[src/rtl/led_pattern_scheduler.sv]
// led_pattern_scheduler: time-multiplexes up to four LED pattern generators,
// each for a fixed dwell with an optional blank gap, under start/stop/skip/pause.
module led_pattern_scheduler #(
  parameter int TICK_BITS = 22,
  parameter int DWELL     = 16,
  parameter int GAP       = 2,
  parameter bit LOOP      = 1'b1
) (
  input  logic       clk,
  input  logic       rst,
  input  logic       start,
  input  logic       stop,
  input  logic       skip,
  input  logic       pause,
  input  logic [3:0] mask,
  input  logic [9:0] pat0,
  input  logic [9:0] pat1,
  input  logic [9:0] pat2,
  input  logic [9:0] pat3,
  output logic [3:0] pat_en,
  output logic       pat_dir,
  output logic [9:0] leds,
  output logic [1:0] step,
  output logic       busy,
  output logic [7:0] pass_cnt
);

  typedef enum logic [1:0] {
    S_IDLE  = 2'd0,
    S_RUN   = 2'd1,
    S_GAP   = 2'd2,
    S_PAUSE = 2'd3
  } state_t;

  state_t               state_r, state_nxt_s;
  state_t               saved_r, saved_nxt_s;
  logic [TICK_BITS-1:0] div_r, div_nxt_s;
  logic [7:0]           dwell_r, dwell_nxt_s;
  logic [7:0]           gap_r, gap_nxt_s;
  logic [1:0]           step_nxt_s;
  logic                 dir_nxt_s;
  logic [7:0]           pass_nxt_s;
  logic [3:0]           pat_en_nxt_s;
  logic [9:0]           leds_nxt_s;
  logic                 busy_nxt_s;
  logic                 tick_s;
  logic                 adv_s;
  logic                 wrap_s;
  logic [1:0]           next_gen_s;

  function automatic logic [3:0] onehot(input logic [1:0] idx);
    onehot = 4'b0001 << idx;
  endfunction

  // First set mask bit after cur, searching circularly; cur itself is the last candidate.
  function automatic logic [1:0] next_gen(input logic [3:0] m, input logic [1:0] cur);
    logic [1:0] idx;
    next_gen = cur;
    for (int k = 4; k >= 1; k--) begin
      idx = cur + 2'(k);
      if (m[idx]) begin
        next_gen = idx;
      end else begin
        next_gen = next_gen;
      end
    end
  endfunction

  // Tick and advance-target decode.
  always_comb begin
    tick_s     = &div_r;
    next_gen_s = next_gen(mask, step);
    wrap_s     = (next_gen_s <= step);
  end

  // State register, counters and registered outputs.
  always_ff @(posedge clk) begin
    if (rst) begin
      state_r  <= S_IDLE;
      saved_r  <= S_RUN;
      div_r    <= '0;
      dwell_r  <= 8'd0;
      gap_r    <= 8'd0;
      step     <= 2'd0;
      pat_dir  <= 1'b1;
      pass_cnt <= 8'd0;
      pat_en   <= 4'd0;
      leds     <= 10'd0;
      busy     <= 1'b0;
    end else begin
      state_r  <= state_nxt_s;
      saved_r  <= saved_nxt_s;
      div_r    <= div_nxt_s;
      dwell_r  <= dwell_nxt_s;
      gap_r    <= gap_nxt_s;
      step     <= step_nxt_s;
      pat_dir  <= dir_nxt_s;
      pass_cnt <= pass_nxt_s;
      pat_en   <= pat_en_nxt_s;
      leds     <= leds_nxt_s;
      busy     <= busy_nxt_s;
    end
  end

  // Next-state logic: command priority stop > skip > pause > start, then advance.
  always_comb begin
    state_nxt_s = state_r;
    saved_nxt_s = saved_r;
    div_nxt_s   = div_r;
    dwell_nxt_s = dwell_r;
    gap_nxt_s   = gap_r;
    step_nxt_s  = step;
    dir_nxt_s   = pat_dir;
    pass_nxt_s  = pass_cnt;
    adv_s       = 1'b0;
    if (stop) begin
      state_nxt_s = S_IDLE;
      div_nxt_s   = '0;
      dwell_nxt_s = 8'd0;
      gap_nxt_s   = 8'd0;
    end else begin
      case (state_r)
        S_IDLE: begin
          if (start && (mask != 4'd0)) begin
            state_nxt_s = S_RUN;
            step_nxt_s  = next_gen(mask, 2'd3);
            div_nxt_s   = '0;
            dwell_nxt_s = 8'd0;
            gap_nxt_s   = 8'd0;
            dir_nxt_s   = 1'b1;
            pass_nxt_s  = 8'd0;
          end else begin
            state_nxt_s = S_IDLE;
          end
        end
        S_RUN, S_GAP: begin
          if (skip) begin
            adv_s = 1'b1;
          end else if (pause) begin
            saved_nxt_s = state_r;
            state_nxt_s = S_PAUSE;
          end else begin
            div_nxt_s = div_r + 1'b1;
            if (!tick_s) begin
              state_nxt_s = state_r;
            end else if (state_r == S_RUN) begin
              if (dwell_r != 8'(DWELL - 1)) begin
                dwell_nxt_s = dwell_r + 8'd1;
              end else if (GAP > 0) begin
                state_nxt_s = S_GAP;
                gap_nxt_s   = 8'd0;
              end else begin
                adv_s = 1'b1;
              end
            end else begin
              if (gap_r == 8'(GAP - 1)) begin
                adv_s = 1'b1;
              end else begin
                gap_nxt_s = gap_r + 8'd1;
              end
            end
          end
        end
        S_PAUSE: begin
          if (pause) begin
            state_nxt_s = S_PAUSE;
          end else begin
            state_nxt_s = saved_r;
          end
        end
        default: begin
          state_nxt_s = S_IDLE;
        end
      endcase

      // A wrap back to an equal or lower index closes a pass.
      if (adv_s) begin
        div_nxt_s   = '0;
        dwell_nxt_s = 8'd0;
        gap_nxt_s   = 8'd0;
        if (mask == 4'd0) begin
          state_nxt_s = S_IDLE;
        end else begin
          if (wrap_s) begin
            pass_nxt_s = (pass_cnt == 8'd255) ? pass_cnt : pass_cnt + 8'd1;
            dir_nxt_s  = ~pat_dir;
          end else begin
            pass_nxt_s = pass_cnt;
          end
          if (wrap_s && (LOOP == 1'b0)) begin
            state_nxt_s = S_IDLE;
          end else begin
            state_nxt_s = S_RUN;
            step_nxt_s  = next_gen_s;
          end
        end
      end else begin
        step_nxt_s = step_nxt_s;
      end
    end
  end

  // Output values for the next state; PAUSE keeps the last LED image.
  always_comb begin
    pat_en_nxt_s = 4'd0;
    leds_nxt_s   = 10'd0;
    busy_nxt_s   = (state_nxt_s != S_IDLE);
    case (state_nxt_s)
      S_RUN: begin
        pat_en_nxt_s = onehot(step_nxt_s);
        case (step_nxt_s)
          2'd0:    leds_nxt_s = pat0;
          2'd1:    leds_nxt_s = pat1;
          2'd2:    leds_nxt_s = pat2;
          2'd3:    leds_nxt_s = pat3;
          default: leds_nxt_s = 10'd0;
        endcase
      end
      S_PAUSE: begin
        leds_nxt_s = leds;
      end
      S_GAP: begin
        leds_nxt_s = 10'd0;
      end
      default: begin
        leds_nxt_s = 10'd0;
      end
    endcase
  end

endmodule

[config.mk]
export PLATFORM = sky130hd
export DESIGN_NAME = led_pattern_scheduler
export DESIGN_NICKNAME = d
export VERILOG_FILES = /design/src/rtl/led_pattern_scheduler.sv
export SDC_FILE = /design/constraint.sdc
export NUM_CORES = 1
export LEC_CHECK = 0
export ABC_AREA = 1
export CAP_MARGIN = 20
export CORE_MARGIN = 2
export CORE_UTILIZATION = 35
export CTS_BUF_LIST = sky130_fd_sc_hd__clkbuf_4 sky130_fd_sc_hd__clkbuf_8 sky130_fd_sc_hd__clkbuf_16
export CTS_CLUSTER_DIAMETER = 50
export CTS_CLUSTER_SIZE = 25
export DETAILED_ROUTE_END_ITERATION = 16
export PLACE_DENSITY = 0.54
export SYNTH_ARGS = -nofsm -noshare
export SYNTH_HDL_FRONTEND = slang
export SYNTH_SLANG_ARGS = --single-unit
[constraint.sdc]
create_clock -name clk -period 3.25 [get_ports clk]
set_input_delay 0.65 -clock clk [delete_from_list [all_inputs] [get_ports clk]]
set_output_delay 0.65 -clock clk [all_outputs]
set_load 0.02 [all_outputs]
## Word-level counts from Yosys, hierarchy flattened

Cells that the tools add are included.

| word-level totals | value |
|---|---|
| register bits after elaboration | 68 |
| output and inout bits | 26 |
| latch bits | 0 |
| memory bits (writable) | 0 |
| ROM bits | 0 |
| memories | 0 |

| cells by class | value |
|---|---|
| $add $sub $neg | 7 |
| order comparisons | 4 |
| reduce and logical (&&, ||, !) cells | 16 |
| multipliers | 0 |
| shift-type cells | 1 |
| bitwise operators | 4 |
| div/mod/pow operators | 0 |
| eq/ne operators | 21 |
| multiplexer cells | 66 |

Operators by type and width:

| kind | count |
|---|---|
| two-way mux 8 bit | 18 |
| two-way mux 22 bit | 3 |
| case mux 22 bit (2 select lines) | 1 |
| case mux 10 bit (4 select lines) | 1 |
| two-way mux 2 bit | 18 |
| case mux 8 bit (2 select lines) | 2 |
| adder 8 x 1 -> 8 bit (second input constant) | 3 |
| adder 22 x 1 -> 22 bit (second input constant) | 1 |
| AND reduction 22 bit | 1 |
| case mux 10 bit (2 select lines) | 1 |
| two-way mux 1 bit | 18 |
| AND reduction 7 bit | 2 |
| != test 2 bit (second input constant) | 6 |
| equality test 2 bit (second input constant) | 5 |
| < comparator 2 x 3 -> 1 bit (second input constant) | 3 |
| != test 3 bit (second input constant) | 3 |
| equality test 8 x 1 -> 1 bit (second input constant) | 1 |
| equality test 8 bit (second input constant) | 1 |
| != test 8 x 4 -> 1 bit (second input constant) | 1 |
| AND reduction 4 bit | 2 |
| binary-select mux 1 bit (select 2 bit) | 3 |
| equality test 2 x 1 -> 1 bit (second input constant) | 3 |
| case mux 2 bit (3 select lines) | 1 |
| adder 2 bit (second input constant) | 2 |
| 13 further kinds | 19 |

## Depth between registers and ports, before layout

Gate-level depths: netlist (run 1).

| depth | value |
|---|---|
| depth in word-level cells | 13 |
| mapped depth | 22 |

## Least setup slack after synthesis (run 1)

OpenSTA, ideal clock, no wires.

| timing | value |
|---|---|
| kind | register to register |
| start | register step[0] |
| end | register pass_cnt[0] |
| data required time | 3.164 ns |
| path buffers | 2 |
| data arrival time | 2.390 ns |
| path slack | 0.774 ns |
| library setup time | 0.086 ns |
| stages on the path, launching flop included | 22 |
| cell sequence | dfxtp_1 buf_4 inv_4 nand2_1 nand2_1 nand2_2 nand2_2 nor2_1 nand2_1 nand2_1 inv_1 ha_1 inv_1 nor2_1 o21ai_0 nand2_1 nand2_2 nand2_2 inv_2 buf_6 nand2_1 a211oi_1 |

| between the ends | value |
|---|---|
| cells in the longest elaborated chain, start to end | 9 |
| elaborated cells between the ends (all ways) | 15 |
| classes of those cells | 3 x add/sub; 1 x order compare; 1 x eq/ne; 9 x mux; 1 x reduce/logical |

RTL lines:

| what | RTL line | RTL |
|---|---|---|
| from (decl) | 23 | `output logic [1:0] step,` |
| from (signal assigned) | 96 | `step <= step_nxt_s;` |
| adder 2 bit | 60 | `idx = cur + 2'(k);` |
| binary-select mux 1 bit (select 2 bit) | 61 | `if (m[idx]) begin` |
| two-way mux 1 bit (not written as such) | 61 |  |
| two-way mux 2 bit (3 in series) | 61 |  |
| less-or-equal comparator 2 bit * | 73 | `wrap_s = (next_gen_s <= step);` |
| != test 3 x 2 -> 1 bit (no source line) * | n/a |  |
| AND reduction 3 bit (no source line) * | n/a |  |
| to (signal assigned) | 98 | `pass_cnt <= pass_nxt_s;` |
| to (decl) | 25 | `output logic [7:0] pass_cnt` |

Mark *: on every way between the ends. The rest lies on a longest branch, timed or not. The select of a mux whose other input is x is not followed.
A chain may end at the register's enable or synchronous reset.

## Final worst setup path (run 1)

| timing | value |
|---|---|
| start | input port mask[0] |
| end | register pass_cnt[3] |

| between the ends | value |
|---|---|
| cells in the longest elaborated chain, start to end | 8 |
| elaborated cells between the ends (all ways) | 20 |
| classes of those cells | 1 x order compare; 2 x eq/ne; 13 x mux; 4 x reduce/logical |

RTL lines:

| what | RTL line | RTL |
|---|---|---|
| from (decl) | 15 | `input logic [3:0] mask,` |
| binary-select mux 1 bit (select 2 bit) | 61 |  |
| two-way mux 1 bit (not written as such) | 61 |  |
| two-way mux 2 bit (3 in series) | 61 |  |
| less-or-equal comparator 2 bit | 73 |  |
| != test 3 x 2 -> 1 bit (no source line) | n/a |  |
| AND reduction 3 bit (no source line) | n/a |  |

Several ways; a longest one is shown, not always the timed one. The select of a mux whose other input is x is not followed.

==> results of run 1 <==
[sequential cells by signal (all words and copies together), names as in the netlist]
name / cells
div_r: 22
leds: 10
dwell_r: 8
gap_r: 8
pass_cnt: 8
pat_en: 4
saved_r: 2
state_r: 2
step: 2
busy: 1
pat_dir: 1
[cell usage in the layout (no fill, tap or decap), types with 3 or more instances in the layout]
cell type and instances:
nand2_4 8, clkdlybuf4s50_1 75, nor3_1 25, o21ai_1 3, a21oi_2 9, and3_1 4, nor2_4 4, clkinv_2 3
o21ai_0 33, a21oi_1 35, clkbuf_16 9, inv_1 49, nor3b_1 3, a211oi_1 5, a31oi_1 4, nor2_1 54
o211ai_1 3, ha_1 11, nor2_2 19, dfxtp_1 68, nand3_1 52, nand2_1 122, or2_2 3, nand3_2 10
inv_2 10, nand2_2 16, nand4_1 8
[kinds of logic after synthesis]
kind of cell    synth area share [%]
compound gates                  14.0
fa+ha+maj                       3.33
buf+inv                         8.24
xor+xnor                       0.424
flops                           33.0
simple gates                    41.0
[through the flow]
step | worst slack [ns] | total power [mW]
after CTS | 0.458 | 2.23
after floorplan | 0.774 | 1.17
final | 0.446 | 2.20
after global placement | 0.221 | 1.30
after detailed placement | 0.102 | 1.31
after global routing | 0.144 | 2.31
[Yosys cell counts (3+ instances only)]
master,n,area [µm²]
and3_1,4,25.0
a31oi_1,4,25.0
or2_2,3,18.8
o21ai_1,3,15.0
nor2_4,4,45.0
nor3_1,25,125
buf_2,3,15.0
nand4_1,8,50.1
nand2_2,16,100
ha_1,11,138
o211ai_1,3,22.5
dfxtp_1,68,1360
buf_6,3,33.8
nor3b_1,3,22.5
a21oi_1,35,175
nor2_2,19,119
o21ai_0,33,165
nand2_1,122,458
a211oi_1,5,37.5
nand3_2,10,100
inv_1,49,184
a21oi_2,9,78.8
nand3_1,52,260
nand2_4,8,90.1
nor2_1,54,203
inv_2,10,37.5
[where the power goes]
group | switching [mW] | internal [mW]
registers | 0.0165 | 0.851
clock network | 0.394 | 0.518
logic | 0.251 | 0.169
total | 0.661 | 1.54
[layer usage]
layer  vias to the layer above  global-route usage (%)  wire length [µm]
met4                         0                    7.32               195
met5                         -                       0                 0
met3                        22                    3.35               360
met1                      1829                    20.6              4790
li1                       2115                       -                 -
met2                        79                    28.7              5090
[area by class of cell]
type / instances / area share [%]
timing repair buffer: 77 / 14.6
clock inverter: 7 / 0.977
sequential: 68 / 25.9
tap: 143 / 3.41
clock buffer: 9 / 4.29
multi-input combinational: 447 / 46.3
inverter: 62 / 4.55
[worst max-delay path, cell delays in order]
cell and delay (ns):
clkdlybuf4s50_1 0.46, nand2_1 0.08, nand2_1 0.09, nand2_2 0.10
nand2_2 0.06, nor2_1 0.08, nand2_1 0.06, nand2_1 0.11
inv_1 0.06, ha_1 0.28, inv_1 0.06, nor2_1 0.03
o21ai_0 0.18, nand2_1 0.09, nand2_2 0.07, nand2_2 0.09
inv_2 0.18, nand2_1 0.08, a211oi_1 0.24
[path summary, 6_finish.rpt]
| path | startpoint | endpoint | depth (start not counted) |
|---|---|---|---|
| worst min-delay path | dwell_r[2]$_SDFFE_PP0P_ | dwell_r[2]$_SDFFE_PP0P_ | 1 |
| worst max register to register | state_r[0]$_SDFF_PP0_ | div_r[21]$_SDFFE_PP0P_ | 15 |
| worst min register to register | dwell_r[2]$_SDFFE_PP0P_ | dwell_r[2]$_SDFFE_PP0P_ | 1 |
| worst max-delay path | mask[0] | pass_cnt[3]$_SDFFE_PP0P_ | 19 |
==> key figures, run 1 <==
Yosys
  – Syn Nets: 650
  – Register area share after synthesis: 33.0%
  – Distinct cells, synth: 43
  – Synth Register Bits: 68
  – Top_reg_cell synth: dfxtp_1
  – Number of synthesized flops with an enable pin: 0
  – Post-synthesis area per instance: 7.01 µm²
  – Post-Syn Instances: 589
  – Post-Syn Area: 0.00413 mm²
  – FFs w/ async S/R, synth: 0%
  – Yosys warns: 0

Clock network
  – Clock buffer depth: 2
  – CTS tree: done
  – CTS Buf Count: 9
  – H-tree depth: 3
  – Root Buffer: clkbuf_16
  – Post-CTS Setup Inserts: 0
  – Post-cts sizing count: 0
  – Clk Latency, worst-skew pair: 0.33 ns
  – Clock slew at reported path FFs: 0.06 ns
  – Cts hold-fix bufs: 0
  – Clock Sinks: 68

STA
  – Rel. slew slack: 71.9%
  – TNS Setup: 0 ns
  – Setup-violating endpoint count in the final report: 0
  – Max Fclk: 0.357 GHz
  – Clock skew: 0.00643 ns
  – Slew @ Worst Pin: 0.418 ns
  – Tcrit/Tclk final: 86.3%
  – Pins Over Slew Limit: 0
  – Final min period: 2.80 ns
  – Final Hold Vio Count: 0
  – Hold WS: 0.475 ns
  – Setup repair after global routing missed its margin: no

Placement
  – HPWL Detailed: 7890 µm
  – IO buf count: 75
  – Placed cell area: 0.00497 mm²
  – Gpl congestion: 0.835
  – DP Cell Count: 797

GRT
  – Vias in the first global route: 3,845
  – Total grt overflow: 0
  – Initial antenna violation count: 0
  – Largest net degree at the start of global routing: 22
  – GRT Util Overall: 16.8%
  – Global-route wire length before repair: 17,500 µm

Die
  – IO Pins: 76
  – Chip width: 113 µm
  – Starting density of the core: 36.0%
  – Area of the die: 0.0127 mm²
  – Num rows: 39
  – Core footprint: 0.0115 mm²
  – Die Height: 113 µm

Worst setup path
  – Critical path class: in2reg
  – Startpoint types: input port
  – Worst Path Required: 3.49 ns
  – Crit path capture type: flop
  – Maximum fanout along the worst path: 11
  – Critical Path AT: 3.05 ns
  – R2R setup slack: 0.48 ns

Final layout
  – Final Net Count: 726
  – Multi-input logic area: 0.00243 mm²
  – Post-layout util: 45.8%
  – Register area: 0.00136 mm²
  – Layout Cells excl Fill: 813
  – Area delta synth->final: 27.1%
  – Finished Cell Area: 0.00525 mm²
  – Ratio of cells with drive above 1 in the final layout: 15.8%
  – ANT cells: 0
  – Number of fill cells: 1,162

Routing
  – WL final: 10,400 µm
  – # DRC: 0
  – Via count: 4,045
  – DRT antenna net count: 0
  – TritonRoute pass-1 iters: 4
  – Routed len/inst: 12.8 µm
  – DR vias/cell: 4.98
  – 1st-iter DRT viols: 152

Power
  – Maximum vdd ir drop: 0.247 mV
  – Static leakage: 1.97 nW
  – P per Cell Area: 419 mW/mm²

Run status
  – Status: finished clean

Min path
  – Path type of the worst min-delay path: reg2reg

Run
  – Max-cap violation count: 0
Power figures use the tool's default switching activity.
==> run 2: changes to the inputs <==
--- a/config.mk
+++ b/config.mk
@@ -7,13 +7,16 @@
 export LEC_CHECK = 0
 export ABC_AREA = 1
 export CAP_MARGIN = 20
+export CELL_PAD_IN_SITES_DETAIL_PLACEMENT = 1
+export CELL_PAD_IN_SITES_GLOBAL_PLACEMENT = 1
 export CORE_MARGIN = 2
 export CORE_UTILIZATION = 35
 export CTS_BUF_LIST = sky130_fd_sc_hd__clkbuf_4 sky130_fd_sc_hd__clkbuf_8 sky130_fd_sc_hd__clkbuf_16
 export CTS_CLUSTER_DIAMETER = 50
 export CTS_CLUSTER_SIZE = 25
 export DETAILED_ROUTE_END_ITERATION = 16
-export PLACE_DENSITY = 0.54
+export PLACE_DENSITY = 0.73
+export SLEW_MARGIN = 20
 export SYNTH_ARGS = -nofsm -noshare
 export SYNTH_HDL_FRONTEND = slang
 export SYNTH_SLANG_ARGS = --single-unit
==> run 2 against run 1 <==
  * Hold slack worse by 0.0054 ns
  * Final area hardly changed
  * Combinational power up 3%
  * Die area unchanged
  * Highest routed layer unchanged
==> key figures, run 2 (synthesis gave the netlist of run 1 again) <==
Run status
  – Status: finished clean

Final layout
  – Reg with most FFs: div_r
  – Finished Cell Area: 0.00525 mm²
  – Commonest non-fill, non-tap cell in the layout: nand2_1
  – Max reg flops: 22
  – Most frequent cells in the layout: nand2_1, clkdlybuf4s50_1, dfxtp_1
  – Number of fill cells: 1,463
  – Final Net Count: 726
  – Area delta synth->final: 27.1%
  – Largest registers: div_r (22), leds (10)
  – ANT cells: 0
  – Ratio of cells with drive above 1 in the final layout: 15.7%

STA
  – Max Fclk: 0.340 GHz
  – Setup-violating endpoint count in the final report: 0
  – Clock skew: 0.00534 ns
  – Final Hold Vio Count: 0
  – Setup repair after global routing missed its margin: no
  – Final min period: 2.94 ns
  – Tcrit/Tclk final: 90.5%
  – Slew @ Worst Pin: 0.436 ns
  – Pins Over Slew Limit: 0
  – Rel. slew slack: 70.7%
  – PnR worst setup slack: 0.307 ns

Routing
  – Via count: 4,177
  – DR vias/cell: 5.14
  – DRT antenna net count: 0
  – WL final: 11,800 µm
  – TritonRoute pass-1 iters: 4
  – # DRC: 0
  – Routed len/inst: 14.6 µm
  – 1st-iter DRT viols: 161

Worst setup path
  – Slowest-stage cell, CP: clkdlybuf4s50_1
  – Critical Path AT: 3.18 ns
  – Maximum fanout along the worst path: 11
  – Startpoint types: input port
  – CP Cell Sequence: clkdlybuf4s50_1 > nand2_1 > nand2_1 > nand2_2 > nand2_2 > nor2_1 > nand2_1 > nand2_1 > inv_1 > ha_1 > inv_1 > nor2_1 > o21ai_0 > nand2_1 > nand2_2 > nand2_2 > inv_2 > nand2_1 > a211oi_1
  – Critical path class: in2reg
  – Worst Path Required: 3.49 ns
  – Slowest stage delay, CP: 0.46 ns
  – Crit path capture type: flop
  – Most frequent CP cell: nand2_1
  – Reg2reg path depth: 15

Min path
  – Worst Hold Depth: 2
  – Path type of the worst min-delay path: reg2reg

Die
  – IO Pins: 76
  – Num rows: 39
  – Core footprint: 0.0115 mm²
  – Die Height: 113 µm
  – Area of the die: 0.0127 mm²
  – Chip width: 113 µm
  – Starting density of the core: 36.0%

Clock network
  – Clk Latency, worst-skew pair: 0.33 ns
  – Root Buffer: clkbuf_16
  – Cts hold-fix bufs: 0
  – Clock Sinks: 68
  – CTS tree: done
  – Clock buffer depth: 2
  – Post-CTS Setup Inserts: 0
  – Clock slew at reported path FFs: 0.06 ns
  – Post-cts sizing count: 0
  – CTS Buf Count: 9
  – H-tree depth: 3

Power
  – Maximum vdd ir drop: 0.215 mV
  – Static leakage: 1.98 nW
  – P per Cell Area: 423 mW/mm²

GRT
  – GRT Util Overall: 19.3%
  – Global-route wire length before repair: 20,300 µm
  – Vias in the first global route: 4,472
  – Largest net degree at the start of global routing: 22
  – Total grt overflow: 0
  – Initial antenna violation count: 0

Placement
  – HPWL Detailed: 9200 µm
  – IO buf count: 75
  – Gpl congestion: 0.819
  – Worst Setup Slack post-DPL: -0.0257 ns
  – Placed cell area: 0.00497 mm²

Run
  – Max-cap violation count: 0
-- run 2: changes by cell type in the layout (fill, tap and decap cells not counted), sizes merged --
cell | previous run | this run
clkbuf | 9 | 13
clkinv | 5 | 3
clkinvlp | 2 | 0
inv | 62 | 61
-- run 2: per-layer routing --
layer	wire length, µm	part of all wire (%)	track usage [%]
met4	150	1.3	6.99
met5	0	0	0
met1	5140	43	22.3
met2	6070	51	35.6
met3	464	3.9	3.40
-- run 2: path summary, 6_finish.rpt --
path                              end  slack, ns                   from
max reg2reg    div_r[21]$_SDFFE_PP0P_       0.40  state_r[0]$_SDFF_PP0_
min reg2reg      leds[9]$_SDFFE_PP0P_       0.47   leds[9]$_SDFFE_PP0P_
min              leds[9]$_SDFFE_PP0P_       0.47   leds[9]$_SDFFE_PP0P_
max          pass_cnt[3]$_SDFFE_PP0P_       0.31                mask[1]
-- run 2: power breakdown --
| group | switching [mW] | internal (mW) | total, mW |
|---|---|---|---|
| clock | 0.355 | 0.568 | 0.923 |
| combinational | 0.263 | 0.169 | 0.432 |
| sequential | 0.0171 | 0.851 | 0.869 |
-- run 2: area by class of cell --
class                           instances  area [µm²]  area share (%)
Clock inverter                          2        10.0           0.191
Clock buffer                           13         268            5.10
Timing Repair Buffer                   77         766            14.6
Inverter                               62         239            4.55
Multi-Input combinational cell        447        2430            46.2
Sequential cell                        68        1360            25.9
Tap cell                              143         179            3.41
-- run 2: stage by stage --
step | power, mW | hold slack [ns] | utilization (%) | TNS (ns) | std cells
2_1_floorplan | 1.17 | 0.444 | - | 0 | 589
3_3_place_gp | 1.31 | 0.452 | 43.4 | 0 | 797
3_5_place_dp | 1.32 | 0.466 | 43.4 | -0.0257 | 797
4_1_cts | 2.25 | 0.476 | 45.8 | 0 | 812
5_1_grt | 2.34 | 0.508 | 45.8 | 0 | 812
6_report | 2.22 | 0.469 | 45.8 | 0 | 812
-- run 2: worst max-delay path: cells and delay by family --
family | cells | cell delay, ns
and+or+nand+nor | 12 | 1.04
buffers and inverters | 4 | 0.77
AOI/OAI and AO/OA | 2 | 0.46
adders and majority gates | 1 | 0.28
